--- src/rtl/pipe_pkg.sv ---
// pipe_pkg: status codes and run-state encoding shared with the PIPE processor
package pipe_pkg;
  localparam logic [2:0] STAT_AOK = 3'd1;
  localparam logic [2:0] STAT_HLT = 3'd2;
  localparam logic [2:0] STAT_ADR = 3'd3;
  localparam logic [2:0] STAT_INS = 3'd4;
  typedef enum logic [2:0] {
    ST_HOLD    = 3'd0,
    ST_RUN     = 3'd1,
    ST_DONE    = 3'd2,
    ST_FAULT   = 3'd3,
    ST_TIMEOUT = 3'd4
  } run_state_t;
  function automatic logic stat_ok(input logic [2:0] s);
    return s == STAT_AOK || s == STAT_HLT;
  endfunction
endpackage

--- src/rtl/pipe_run_ctrl_sat_counter.sv ---
// sat_counter: enable-driven up counter with synchronous clear that sticks at all-ones
module sat_counter #(
  parameter int W = 32
) (
  input  logic         clk,
  input  logic         rst_n,
  input  logic         clr,
  input  logic         en,
  output logic [W-1:0] q
);
  always_ff @(posedge clk or negedge rst_n)
    if (!rst_n) q <= '0;
    else if (clr) q <= '0;
    else if (en && q != '1) q <= q + 1'b1;
endmodule

--- src/rtl/pipe_run_ctrl.sv ---
// pipe_run_ctrl: reset sequencer, run monitor and end-of-run classifier for the PIPE core
module pipe_run_ctrl
  import pipe_pkg::*;
#(
  parameter int RESET_CYCLES = 4,
  parameter int CNT_W        = 32,
  parameter int STALL_LIMIT  = 64,
  parameter int HIST_DEPTH   = 8
) (
  input  logic                  clk,
  input  logic                  reset,
  input  logic                  restart,
  input  logic                  retire_W,
  input  logic [2:0]            stat_W,
  input  logic                  cond_f,
  output logic                  cpu_reset,
  output logic [2:0]            run_state,
  output logic [CNT_W-1:0]      cycle_count,
  output logic [CNT_W-1:0]      retired_count,
  output logic [2:0]            fault_code,
  output logic [HIST_DEPTH-1:0] cond_hist
);
  localparam int HW = $clog2(RESET_CYCLES) + 1;
  // idle compare is done at >=32 bits so a narrow CNT_W cannot alias the limit
  localparam int IW = CNT_W > 32 ? CNT_W : 32;
  run_state_t       state;
  logic [HW-1:0]    hold_cnt;
  logic [CNT_W-1:0] idle_cnt;
  logic             in_run, retire_ok, stall_hit;
  assign in_run    = state == ST_RUN;
  assign retire_ok = in_run && retire_W && stat_ok(stat_W);
  assign stall_hit = STALL_LIMIT != 0 && !retire_W && IW'(idle_cnt) == IW'(STALL_LIMIT - 1);
  assign run_state = state;
  sat_counter #(.W(CNT_W)) u_cycle (
    .clk(clk), .rst_n(reset), .clr(restart), .en(in_run), .q(cycle_count)
  );
  sat_counter #(.W(CNT_W)) u_retired (
    .clk(clk), .rst_n(reset), .clr(restart), .en(retire_ok), .q(retired_count)
  );
  sat_counter #(.W(CNT_W)) u_idle (
    .clk(clk), .rst_n(reset), .clr(restart || retire_ok), .en(in_run && !retire_W), .q(idle_cnt)
  );
  always_ff @(posedge clk or negedge reset)
    if (!reset) begin
      state      <= ST_HOLD;
      hold_cnt   <= '0;
      cpu_reset  <= 1'b1;
      fault_code <= '0;
      cond_hist  <= '0;
    end else if (restart) begin
      state      <= ST_HOLD;
      hold_cnt   <= '0;
      cpu_reset  <= 1'b1;
      fault_code <= '0;
      cond_hist  <= '0;
    end else begin
      case (state)
        ST_HOLD: begin
          hold_cnt <= hold_cnt + 1'b1;
          if (hold_cnt == HW'(RESET_CYCLES - 1)) begin
            state     <= ST_RUN;
            cpu_reset <= 1'b0;
          end
        end
        ST_RUN:
          if (retire_W) begin
            if (stat_ok(stat_W)) begin
              cond_hist <= HIST_DEPTH'({cond_hist, cond_f});
              if (stat_W == STAT_HLT) state <= ST_DONE;
            end else begin
              fault_code <= stat_W;
              state      <= ST_FAULT;
              cpu_reset  <= 1'b1;
            end
          end else if (stall_hit) begin
            state     <= ST_TIMEOUT;
            cpu_reset <= 1'b1;
          end
        default: ;
      endcase
    end
endmodule

--- config.mk ---
export PLATFORM = sky130hd
export DESIGN_NAME = pipe_run_ctrl
export DESIGN_NICKNAME = d
export VERILOG_FILES = /design/src/rtl/pipe_pkg.sv /design/src/rtl/pipe_run_ctrl_sat_counter.sv /design/src/rtl/pipe_run_ctrl.sv
export SDC_FILE = /design/constraint.sdc
export NUM_CORES = 1
export LEC_CHECK = 0
export ABC_CLOCK_PERIOD_IN_PS = 5700
export CORE_MARGIN = 2
export CORE_UTILIZATION = 50
export DETAILED_ROUTE_END_ITERATION = 10
export GPL_TIMING_DRIVEN = 1
export PLACE_DENSITY = 0.77
export SYNTH_ARGS = -nofsm -noshare
export SYNTH_HDL_FRONTEND = slang
export SYNTH_HIERARCHICAL = 1
export SYNTH_SLANG_ARGS = --single-unit
--- constraint.sdc ---
create_clock -name clk -period 5.7 [get_ports clk]
set_input_delay 1.425 -clock clk [delete_from_list [all_inputs] [get_ports clk]]
set_output_delay 1.425 -clock clk [all_outputs]
set_load 0.03 [all_outputs]
### After elaboration in Yosys (flattened, before gate mapping)

Index checks and enable logic that the tools add are counted.
Widths: inputs -> output; s select.

| word-level totals | value |
|---|---|
| input bits | 8 |
| word-level logic and storage cells | 77 |
| register bits after elaboration | 114 |

| operators by class | value |
|---|---|
| reduce and logical (&&, ||, !) cells | 23 |
| add/sub/neg operators | 4 |
| multiplexer cells | 29 |
| equality and inequality tests | 13 |

Operators by type and width:

| kind | number |
|---|---|
| $mux 32 | 6 |
| $add 32x1->32 const B | 3 |
| $ne 32x32->1 const B | 3 |
| $mux 3 | 12 |
| $eq 32x6->1 const B | 1 |
| $mux 8 | 4 |
| $reduce_bool 2->1 | 7 |
| $reduce_and 4->1 | 2 |
| $logic_and 1x1->1 | 7 |
| $eq 3x1->1 const B | 2 |
| $eq 3x2->1 const B | 2 |
| $pmux 3 s2 | 1 |
| $reduce_and 3->1 | 2 |
| $mux 1 | 5 |
| $ne 5x5->1 const B | 1 |
| $ne 4x3->1 const B | 1 |
| $ne 4x4->1 const B | 1 |
| $add 3x1->3 const B | 1 |
| $logic_not 3->1 | 1 |
| $ne 3x3->1 const B | 1 |
| $reduce_bool 3->1 | 1 |
| $logic_or 1x1->1 | 2 |
| $ne 2x2->1 const B | 1 |
| $pmux 1 s2 | 1 |
| $logic_not 1->1 | 1 |

### Depth between registers and ports, before layout

Gate-level depths: netlist of the first run.

| depth | value |
|---|---|
| depth in word-level cells | 6 |
| mapped depth | 10 |
| mapped depth without buffers | 8 |

### Cells and area by module

Netlist of the first run, hierarchy kept.

By module, submodules not included:

| module | cells an instance | area an instance (um2) | sequential area each (um2) | instances |
|---|---|---|---|---|
| sat_counter (u_idle ...) | 198 | 1854.3 | 800.8 | 2 |
| sat_counter (u_cycle) | 194 | 1810.5 | 800.8 | 1 |
| pipe_run_ctrl | 95 | 991.0 | 451.7 | 1 |

### Least setup slack after synthesis of the first run

No wires, ideal clock.

| timing | value |
|---|---|
| kind | input to register |
| from | input port stat_W[0] |
| to | register u_retired.q[31] |
| path slack | 2371 ps |
| data required time | 5575 ps |
| data arrival time | 3204 ps |
| buffers on the path | 2 |
| cell stages on the path | 9 |
| path through | buf_2 xnor2_1 nor3_4 and3_1 nand4_1 a21o_1 buf_2 nor4_1 mux2_2 |

| on the way | value |
|---|---|
| cells in the longest elaborated chain, start to end | 5 |

RTL lines:

| item | RTL line | RTL |
|---|---|---|
| from (decl) | pipe_run_ctrl.sv:14 | `input logic [2:0] stat_W,` |
| $eq 3x1->1 / $eq 3x2->1 (equally long branches) | pipe_pkg.sv:15 | `return s == STAT_AOK \|\| s == STAT_HLT;` |
| $logic_or 1x1->1 * | pipe_pkg.sv:15 |  |
| $logic_and 1x1->1 * | pipe_run_ctrl.sv:31 | `assign retire_ok = in_run && retire_W && stat_ok(stat_W);` |
| net retire_ok | pipe_run_ctrl.sv:29 | `logic in_run, retire_ok, stall_hit;` |
| $logic_and 1x1->1 * | pipe_run_ctrl_sat_counter.sv:14 | `else if (en && q != '1) q <= q + 1'b1;` |
| $reduce_bool 2->1 (no line) * | n/a |  |
| to (signal assigned) | pipe_run_ctrl_sat_counter.sv:14 |  |
| to (decl) | pipe_run_ctrl_sat_counter.sv:9 | `output logic [W-1:0] q` |

The timed path passes the listed nets; every way through them passes the cells marked *.
A chain may end at the register's enable or synchronous reset.

### Worst setup path in the final report of the first run

| timing | value |
|---|---|
| from | input port retire_W |
| to | register u_retired.q[31] |

| on the way | value |
|---|---|
| cells in the longest elaborated chain, start to end | 4 |

RTL lines:

| item | RTL line | RTL |
|---|---|---|
| from (decl) | pipe_run_ctrl.sv:13 | `input logic retire_W,` |
| $logic_and 1x1->1 (2 in a row) | pipe_run_ctrl.sv:31 |  |
| net retire_ok | pipe_run_ctrl.sv:29 |  |
| $logic_and 1x1->1 | pipe_run_ctrl_sat_counter.sv:14 |  |
| $reduce_bool 2->1 (no line) | n/a |  |

The timed path passes the listed nets, and every way through them passes these cells.

==> metrics.csv, run 1 <==
stage;metric;value;unit
run_status;outcome;finished, final reports clean;
synthesis;ys_ff_latch;114;
global_routing;grt_pass1_vias;5574;
worst_hold_path;holdPathStages;1;
cts;clockRootBuffer;clkbuf_16;
synthesis;synth_edf_count;0;
critical_path;worstPathArrival;4340;ps
finish;mostFrequentLayoutCells;dfrtp_1, clkdlybuf4s50_1, nor2_1;
worst_hold_path;holdPathEnd;cond_hist[7]$_DFFE_PN0P_;
synthesis;synthCells;685;
pwr;leakagePower;3.25;nW
routing;viasPerCell;6.02;
critical_path;cpPeakStageDelay;560;ps
routing;dr_total_vias;5765;
pwr;switching_power;0.461;mW
synthesis;yosysTopAreaCell;dfrtp_1;
cts;cts_sinks;114;
global_routing;grt_overflow_total;0;
critical_path;end_kind;flip-flop;
worst_hold_path;min-delay-path-class;flip-flop to flip-flop;
global_routing;antenna_found_initial;0;
routing;drtPass1Iterations;5;
pwr;powerDensity;265;nW/um2
sta;hold_viol;0;
floorplanning;start_util;51.4;%
synthesis;synth_area_per_cell;9.50;um2
sta;rsz0062_at_grt;false;
sta;drv_slew;0;
routing;remaining_drc_errors;0;
sta;worst_slew_pin_slew;964;ps
synthesis;ys_seq_area_share;43.8;%
finish;final_util;64.6;%
pwr;seqPwrFrac;38.2;%
cts;htreeDepth;4;
synthesis;synth_top_area_share;43.4;%
sta;slew_headroom;35.7;%
global_routing;grt_pass1_wl;26.3;mm
global_routing;grt_usage;22.7;%
routing;wirelength;15.5;mm
sta;period_share;70.9;%
synthesis;async_flop_share;100;%
finish;multi_input_area;3450;um2
cts;cts.hold.buffers_added;0;
cts;cts_setup_buffers;0;
finish;syn_to_final_growth;25.8;%
cts;insertion_delay;410;ps
sta;final-setup-viol-count;0;
cts;cts.path.max_buffers;2;
finish;nFillCells;1005;
critical_path;regToRegStartpoint;run_state[2]$_DFFE_PN0P_;
critical_path;r2r_cells;7;
floorplanning;rows;41;
floorplanning;pin_count;87;
routing;wl_per_cell;16.1;um
critical_path;crit_fanout;19;
critical_path;worstPathCellList;clkdlybuf4s50_1, nand4bb_1, nor3_4, and3_1, nand4_1, a21o_1, nor4_1, mux2_2;
synthesis;syn_area;6510;um2
critical_path;start_kind;input pin;
critical_path;critical-path-top-delay-family;simple AND/OR/NAND/NOR gates;
placed_design;dpl.hpwl;10.4;mm
placed_design;finalWeightedCongestion;0.875;
floorplanning;die_x;118;um
floorplanning;die_h;118;um
pwr;combPwrFrac;4.7;%
floorplanning;design.core.area;12700;um2
sta;skew;7.34;ps
global_routing;grt_max_degree;79;
cts;cts.clk_slew.worst_paths;60;ps
finish;drive_above_1_share;11.2;%
worst_hold_path;hold_path_startpoint;cond_hist[7]$_DFFE_PN0P_;
sta;fin_setup_tns;0;ps
synthesis;ys_types;68;
finish;register_area;2850;um2
synthesis;synthTopCellsByArea;dfrtp_1, nor2_1, xnor2_1;
cts;cts_resized;0;
critical_path;cpMaxStageDelayCell;clkdlybuf4s50_1;
pwr;internal-power;1.71;mW
flow_run;maxCapViolCount;0;
critical_path;r2r_slack;2640;ps
sta;period_needed;4040;ps
placed_design;place.port_buffers;86;
cts;cts_tree;yes;
cts;numCtsBuffers;17;
floorplanning;dieArea;13900;um2
routing;drtIter0Drc;561;
pwr;p_sw_share;21.2;%
critical_path;path_class;input pin to flip-flop;
routing;ant_nets;0;
pwr;ir_drop;177;uV
finish;nets;785;
critical_path;r2r_end;u_retired/q[31]$_DFFE_PN0P_;
sta;fmax;0.247;GHz
critical_path;cp_num_buf_inv;1;
critical_path;worst-endpoint-required;6000;ps
synthesis;ys_warn_count;6;
pwr;pwr-share-clk;57.0;%
finish;antenna_cells;0;
finish;mostFrequentLayoutCell;dfrtp_1;
synthesis;synth_top_flop_cell;dfrtp_1;
synthesis;syn_nets;698;
[kinds of logic after synthesis]
family,synth area share (%)
buffers and inverters,3.17
flip-flops,43.8
multiplexers,3.15
XOR/XNOR,5.25
AND/OR/NAND/NOR,28.9
AO/OA/AOI/OAI,14.7
adder cells (fa/ha/maj),0.961
[cells in the mapped netlist, types with 13 or more instances]
cell	instances
nor2_1	82
dfrtp_1	113
nor3_1	13
o21ai_0	27
and3_1	22
nand4_1	20
nand2_1	36
a21oi_1	44
nor2b_1	14
nand3_1	36
xnor2_1	28
or3_1	24
nor4_1	20
inv_1	23
[final cells by class]
type / count / share of cell area [%]
Clock inverter: 12 / 2.78
Multi-Input combinational cell: 525 / 42.1
Clock buffer: 20 / 5.70
Tap cell: 172 / 2.63
Inverter: 23 / 1.05
Sequential cell: 114 / 34.8
Timing Repair Buffer: 91 / 10.9
[sequential cells by signal, indices dropped and copies added, names as in the netlist]
| signal | flops |
|---|---|
| u_idle/q | 32 |
| run_state | 3 |
| hold_cnt | 3 |
| fault_code | 3 |
| cpu_reset | 1 |
| cond_hist | 8 |
| u_cycle/q | 32 |
| u_retired/q | 32 |
[power groups by stage]
stage / Combinational [mW] / Clock [mW] / Sequential, mW
6_report: 0.103 / 1.24 / 0.830
2_1_floorplan: 0.0538 / 0 / 0.850
3_5_place_dp: 0.104 / 0 / 0.844
5_1_grt: 0.116 / 1.29 / 0.832
4_1_cts: 0.105 / 1.25 / 0.830
3_3_place_gp: 0.100 / 0 / 0.844
[layer usage]
layer / share of wire (%) / wire, um / track usage [%] / up-vias
met5: 0 / 0 / 0 / -
met4: 1.5 / 229 / 8.66 / 0
met3: 5.6 / 866 / 4.99 / 26
met2: 48 / 7360 / 35.5 / 199
met1: 45 / 6990 / 30.8 / 2824
li1: - / - / - / 2716
[worst max-delay path by stage]
stage | from | to | slack [ps] | depth (start not counted)
after floorplan | stat_W[0] | u_retired/q[31]$_DFFE_PN0P_ | 2370 | 9
after global placement | retire_W | u_retired/q[31]$_DFFE_PN0P_ | 1410 | 8
after detailed placement | retire_W | u_retired/q[31]$_DFFE_PN0P_ | 1280 | 8
after CTS | retire_W | u_retired/q[31]$_DFFE_PN0P_ | 1670 | 8
after global routing | retire_W | u_retired/q[31]$_DFFE_PN0P_ | 1430 | 8
final | retire_W | u_retired/q[31]$_DFFE_PN0P_ | 1660 | 8
[metrics by stage]
step | cell area, um2 | hold slack (ps) | total power, mW | setup WS (ps) | instances
global placement | 7500 | 498 | 0.943 | 1410 | 925
floorplan | 6510 | 490 | 0.903 | 2370 | 685
detailed placement | 7500 | 496 | 0.948 | 1280 | 925
CTS | 8190 | 508 | 2.19 | 1670 | 957
global route | 8190 | 525 | 2.24 | 1430 | 957
finish | 8190 | 501 | 2.17 | 1660 | 957
No activity file was read; power rests on OpenSTA's default activity.
==> run 2: changes to the inputs <==
--- a/config.mk
+++ b/config.mk
@@ -5,7 +5,7 @@
 export SDC_FILE = /design/constraint.sdc
 export NUM_CORES = 1
 export LEC_CHECK = 0
-export ABC_CLOCK_PERIOD_IN_PS = 5700
+export ABC_CLOCK_PERIOD_IN_PS = 3750
 export CORE_MARGIN = 2
 export CORE_UTILIZATION = 50
 export DETAILED_ROUTE_END_ITERATION = 10
==> constraint.sdc (replaced) <==
create_clock -name clk -period 3.75 [get_ports clk]
set_input_delay 0.9375 -clock clk [delete_from_list [all_inputs] [get_ports clk]]
set_output_delay 0.9375 -clock clk [all_outputs]
set_load 0.03 [all_outputs]
==> run 2 against run 1 <==
Net effect:
- non-clock buffer count up 2
- clock skew down 2.1 ps
- die area unchanged
- sequential share of layout area up 0.37 points
- register-to-register slack worse by 1500 ps
- combinational power up 51%
- worst setup slack worse by 1000 ps
- first-iteration DRC count up 4.6%
- flip-flop and latch count unchanged
- highest routed layer unchanged
==> metrics.csv, run 2 (synthesis results as in run 1) <==
stage;metric;value;unit;change
finish;mostFrequentLayoutCell;dfrtp_1;;
critical_path;end_kind;flip-flop;;
finish;drive_above_1_share;10.9;%;-0.28 points
global_routing;grt_pass1_vias;5558;;-0.29%
sta;skew;5.25;ps;-2.09 ps
floorplanning;rows;41;;unchanged
global_routing;grt_pass1_wl;26.5;mm;+0.55%
cts;cts_sinks;114;;unchanged
placed_design;finalWeightedCongestion;0.868;;-0.81%
cts;cts.path.max_buffers;2;;unchanged
finish;nFillCells;1040;;+3.5%
sta;rsz0062_at_grt;false;;
floorplanning;die_x;118;um;unchanged
routing;drtPass1Iterations;5;;unchanged
sta;fin_ws;657;ps;-1000 ps
finish;antenna_cells;0;;unchanged
finish;syn_to_final_growth;24.5;%;
sta;final-setup-viol-count;0;;unchanged
cts;cts_setup_buffers;0;;unchanged
routing;remaining_drc_errors;0;;unchanged
cts;cts.hold.buffers_added;0;;unchanged
placed_design;placedInstanceArea;7520;um2;+0.37%
sta;worst_slew_pin_slew;759;ps;-205 ps
cts;insertion_delay;410;ps;about the same
sta;period_needed;3090;ps;
global_routing;grt_usage;23.0;%;+0.36 points
sta;drv_slew;0;;unchanged
flow_run;maxCapViolCount;0;;unchanged
floorplanning;pin_count;87;;unchanged
worst_hold_path;min-delay-path-class;flip-flop to flip-flop;;
cts;htreeDepth;4;;unchanged
placed_design;dpl.hpwl;10.5;mm;+0.96%
placed_design;place.port_buffers;86;;unchanged
global_routing;met3_usage;4.75;%;-0.24 points
finish;nets;787;;+0.25%
critical_path;path_class;input pin to flip-flop;;
global_routing;use_met2;37.0;%;+1.5 points
sta;slew_headroom;48.9;%;+13 points
finish;mostFrequentLayoutCells;dfrtp_1, clkdlybuf4s50_1, nor2_1;;
placed_design;pre_cts_ws;247;ps;-1030 ps
sta;period_share;82.5;%;
finish;final_util;64.0;%;-0.67 points
sta;fmax;0.323;GHz;
global_routing;grt_max_degree;66;;-16%
floorplanning;design.core.area;12700;um2;unchanged
finish;reg.largest.list;u_cycle/q: 32 flops, u_idle/q: 32 flops, u_retired/q: 32 flops;;
finish;finalNonFillerCells;959;;+0.21%
critical_path;r2r_slack;1150;ps;-1490 ps
global_routing;antenna_found_initial;0;;unchanged
floorplanning;start_util;51.4;%;unchanged
run_status;outcome;finished, final reports clean;;
global_routing;grt_overflow_total;0;;unchanged
routing;wl_per_cell;16.1;um;about the same
cts;cts_tree;yes;;
routing;drtIter0Drc;587;;+4.6%
floorplanning;dieArea;13900;um2;unchanged
cts;cts_resized;0;;unchanged
sta;fin_setup_tns;0;ps;unchanged
global_routing;use_met1;30.7;%;-0.097 points
routing;wirelength;15.5;mm;+0.23%
routing;dr_total_vias;5744;;-0.36%
critical_path;crit_fanout;19;;unchanged
cts;clockRootBuffer;clkbuf_16;;
critical_path;worstPathArrival;3420;ps;-920 ps
routing;viasPerCell;5.99;;-0.57%
sta;hold_viol;0;;unchanged
global_routing;top_usage_layer;met2;;
cts;numCtsBuffers;17;;unchanged
pwr;powerDensity;367;nW/um2;+39%
critical_path;worst-endpoint-required;4070;ps;-1930 ps
floorplanning;die_h;118;um;unchanged
placed_design;place_inst;927;;+0.22%
critical_path;start_kind;input pin;;
cts;cts.clk_slew.worst_paths;50;ps;about the same
routing;ant_nets;0;;unchanged
pwr;leakagePower;3.23;nW;-0.62%
pwr;ir_drop;289;uV;+63%
finish;final_area;8110;um2;-1.0%
[run 2: cell types whose count changed in the layout (fill, tap and decap cells not counted), sizes merged]
cell,delta
clkinvlp,-4
bufinv,-5
clkinv,+1
buf,+2
clkbuf,+8
[run 2: final cells by class]
cell class | instances | area, um2 | share of cell area, %
inverters | 23 | 86.3 | 1.07
well taps | 172 | 215 | 2.66
clock buffers | 28 | 537 | 6.62
repair buffers | 93 | 918 | 11.3
clock inverters | 4 | 45.0 | 0.556
multi-input cells | 525 | 3450 | 42.6
flip-flops and latches | 114 | 2850 | 35.2
[run 2: critical path: stages]
cell and delay, ps:
clkdlybuf4s50_1 550, nand4bb_1 200, nor3_4 230, and3_1 260, nand4_1 110, a21o_1 360, or4_1 590, a21oi_1 170
[run 2: final timing paths]
kind / to / depth (start not counted) / from
max: u_retired/q[25]$_DFFE_PN0P_ / 8 / retire_W
min: cond_hist[7]$_DFFE_PN0P_ / 1 / cond_hist[7]$_DFFE_PN0P_
max reg2reg: u_cycle/q[29]$_DFFE_PN0P_ / 7 / run_state[1]$_DFFE_PN0P_
min reg2reg: cond_hist[7]$_DFFE_PN0P_ / 1 / cond_hist[7]$_DFFE_PN0P_
max in group asynchronous: cpu_reset$_DFFE_PN1P_ / 2 / reset
min in group asynchronous: u_retired/q[11]$_DFFE_PN0P_ / 1 / reset
[run 2: report_power, final]
part | internal [mW] | switching (mW) | total [mW]
clock | 1.03 | 0.527 | 1.56
sequential | 1.25 | 0.0156 | 1.26
combinational | 0.0548 | 0.102 | 0.156
total | 2.33 | 0.645 | 2.98
[run 2: metal layers]
| layer | part of all wire, % | up-vias |
|---|---|---|
| met5 | 0 | - |
| met4 | 1.4 | 0 |
| met3 | 5.4 | 24 |
| met2 | 49 | 183 |
| met1 | 44 | 2820 |
| li1 | - | 2717 |
[run 2: stage by stage]
stage	hold slack (ps)	power, mW
finish	511	2.98
CTS	513	3.01
floorplan	490	1.37
global placement	492	1.44
global route	540	3.09
detailed placement	497	1.44
==> run 3: changes to the inputs <==
--- a/config.mk
+++ b/config.mk
@@ -5,12 +5,12 @@
 export SDC_FILE = /design/constraint.sdc
 export NUM_CORES = 1
 export LEC_CHECK = 0
-export ABC_CLOCK_PERIOD_IN_PS = 3750
+export ABC_CLOCK_PERIOD_IN_PS = 2600
 export CORE_MARGIN = 2
 export CORE_UTILIZATION = 50
 export DETAILED_ROUTE_END_ITERATION = 10
 export GPL_TIMING_DRIVEN = 1
-export PLACE_DENSITY = 0.77
+export PLACE_DENSITY = 0.79
 export SYNTH_ARGS = -nofsm -noshare
 export SYNTH_HDL_FRONTEND = slang
 export SYNTH_HIERARCHICAL = 1
==> constraint.sdc (replaced) <==
create_clock -name clk -period 2.6 [get_ports clk]
set_input_delay 0.65 -clock clk [delete_from_list [all_inputs] [get_ports clk]]
set_output_delay 0.65 -clock clk [all_outputs]
set_load 0.03 [all_outputs]
==> run 3 against run 2 <==
Net effect:
- worst setup slack lost 550 ps
- critical endpoint is now u_cycle/q[29]$_DFFE_PN0P_
- sequential power grew 44%
- highest routed layer unchanged
- wire length grew 4.9%
- clock power grew 57%
==> metrics.csv, run 3 (synthesis results as in run 1) <==
stage;metric;value;unit;change
run_status;outcome;finished, final reports clean;;
sta;drv_slew;0;;unchanged
sta;slew_headroom;51.0;%;+2.1 points
finish;syn_to_final_growth;29.7;%;
sta;final-setup-viol-count;0;;unchanged
critical_path;path_class;flip-flop to flip-flop;;
sta;period_share;95.8;%;
cts;insertion_delay;420;ps;about the same
global_routing;grt_max_degree;44;;-33%
floorplanning;die_x;118;um;unchanged
floorplanning;design.core.area;12700;um2;unchanged
finish;reg.largest.list;u_cycle/q: 32 flops, u_idle/q: 32 flops, u_retired/q: 32 flops;;
sta;hold_viol;0;;unchanged
routing;viasPerCell;5.96;;-0.50%
cts;cts_sinks;114;;unchanged
cts;cts.clk_slew.worst_paths;50;ps;about the same
pwr;powerDensity;537;nW/um2;+46%
floorplanning;start_util;51.4;%;unchanged
routing;dr_wl_met2;8.08;mm;+6.8%
critical_path;r2r_slack;110;ps;-1040 ps
finish;mostFrequentLayoutCell;dfrtp_1;;
floorplanning;die_h;118;um;unchanged
floorplanning;rows;41;;unchanged
sta;hold_ws;213;ps;-299 ps
sta;period_needed;2490;ps;
cts;htreeDepth;4;;unchanged
routing;drtPass1Iterations;5;;unchanged
sta;skew;10.1;ps;+4.84 ps
floorplanning;dieArea;13900;um2;unchanged
routing;top_layer;met4;;
finish;finalNonFillerCells;990;;+3.2%
routing;dr_total_vias;5900;;+2.7%
finish;drive_above_1_share;15.2;%;+4.2 points
critical_path;start_kind;flip-flop;;
sta;rsz0062_at_grt;false;;
cts;cts.path.max_buffers;2;;unchanged
routing;ant_nets;0;;unchanged
cts;cts.hold.buffers_added;0;;unchanged
flow_run;maxCapViolCount;0;;unchanged
pwr;leakagePower;3.42;nW;+6.0%
finish;nets;818;;+3.9%
routing;remaining_drc_errors;0;;unchanged
global_routing;grt_overflow_total;0;;unchanged
sta;worst_slew_pin_slew;729;ps;-30.4 ps
sta;fin_ws;110;ps;-548 ps
global_routing;grt_pass1_wl;27.1;mm;+2.4%
finish;antenna_cells;0;;unchanged
placed_design;place_inst;958;;+3.3%
worst_hold_path;min-delay-path-class;input pin to async pin;;
cts;cts_tree;yes;;
placed_design;finalWeightedCongestion;0.876;;+0.97%
pwr;ir_drop;283;uV;-2.2%
routing;wl_per_cell;16.4;um;+1.6%
global_routing;grt_pass1_vias;5667;;+2.0%
critical_path;worst-endpoint-required;2930;ps;-1140 ps
placed_design;place.port_buffers;86;;unchanged
global_routing;antenna_found_initial;0;;unchanged
sta;fin_setup_tns;0;ps;unchanged
routing;drtIter0Drc;445;;-24%
cts;numCtsBuffers;17;;unchanged
sta;fmax;0.402;GHz;
floorplanning;pin_count;87;;unchanged
critical_path;worstPathArrival;2820;ps;-600 ps
finish;nFillCells;995;;-4.3%
global_routing;grt_usage;23.7;%;+0.69 points
placed_design;pre_cts_ws;-427;ps;-673 ps
critical_path;end_kind;flip-flop;;
placed_design;dpl.hpwl;11.3;mm;+7.3%
cts;clockRootBuffer;clkbuf_16;;
routing;wirelength;16.2;mm;+4.9%
routing;wl_met3;835;um;+0.36%
routing;wl_met1;6.93;mm;+0.73%
finish;mostFrequentLayoutCells;dfrtp_1, clkdlybuf4s50_1, nor2_1;;
critical_path;crit_fanout;4;;-15
run 3: changes by cell type in the layout (fill, tap and decap cells not counted), moves of 3 or more:
cell | previous run | this run
clkbuf_8 | 7 | 3
buf_4 | 7 | 36
clkbuf_1 | 4 | 1
clkinv_2 | 3 | 6
bufinv_16 | 1 | 4
nor4_2 | 5 | 8
nor4_1 | 20 | 17
run 3: final cells by class:
type                       instances  area, um2  share of cell area [%]
sequential                       114       2850                    33.8
inverter                          23       86.3                    1.02
clock buffer                      21        470                    5.57
timing repair buffer             124       1180                    14.0
multi-input combinational        525       3480                    41.2
tap                              172        215                    2.55
clock inverter                    11        158                    1.87
run 3: path summary, 6_finish.rpt:
kind	from	to	cells after the start
min	reset	u_cycle/q[13]$_DFFE_PN0P_	1
min in group clk	cond_hist[7]$_DFFE_PN0P_	cond_hist[7]$_DFFE_PN0P_	1
max	run_state[2]$_DFFE_PN0P_	u_cycle/q[29]$_DFFE_PN0P_	6
max in group asynchronous	reset	cond_hist[2]$_DFFE_PN0P_	2
min reg2reg	cond_hist[7]$_DFFE_PN0P_	cond_hist[7]$_DFFE_PN0P_	1
max reg2reg	run_state[2]$_DFFE_PN0P_	u_cycle/q[29]$_DFFE_PN0P_	6
run 3: routing by layer:
metal,vias to the layer above,GRT usage [%]
met5,-,0
met4,0,10.2
met3,41,5.09
met2,186,39.6
met1,2891,29.7
li1,2782,-
run 3: through the flow:
stage	instance area [um2]	util (%)	total power [mW]
after floorplan	6520	-	1.98
after global placement	7790	61.5	2.10
after detailed placement	7790	61.5	2.12
after CTS	8420	66.4	4.58
after global routing	8440	66.6	4.70
final	8440	66.6	4.53
run 3: report_power, final:
group	total, mW	internal, mW	leakage, nW	switching (mW)
Clock	2.45	1.67	0.312	0.781
Sequential	1.82	1.80	1.59	0.0172
Combinational	0.269	0.104	1.52	0.165
run 3: critical path, cell delays in order, from the launching register on:
cell and delay [ps]:
dfrtp_1 440, nor3b_4 280, nand4_1 210, or4_1 550
a2111o_1 460, or3_1 330, a21oi_1 160
run 3: repair_timing:
action,4_1_cts,5_1_grt
pin swaps,0,1
setup endpoints to repair,2,10
setup buffers,0,0
gates resized for setup,1,5
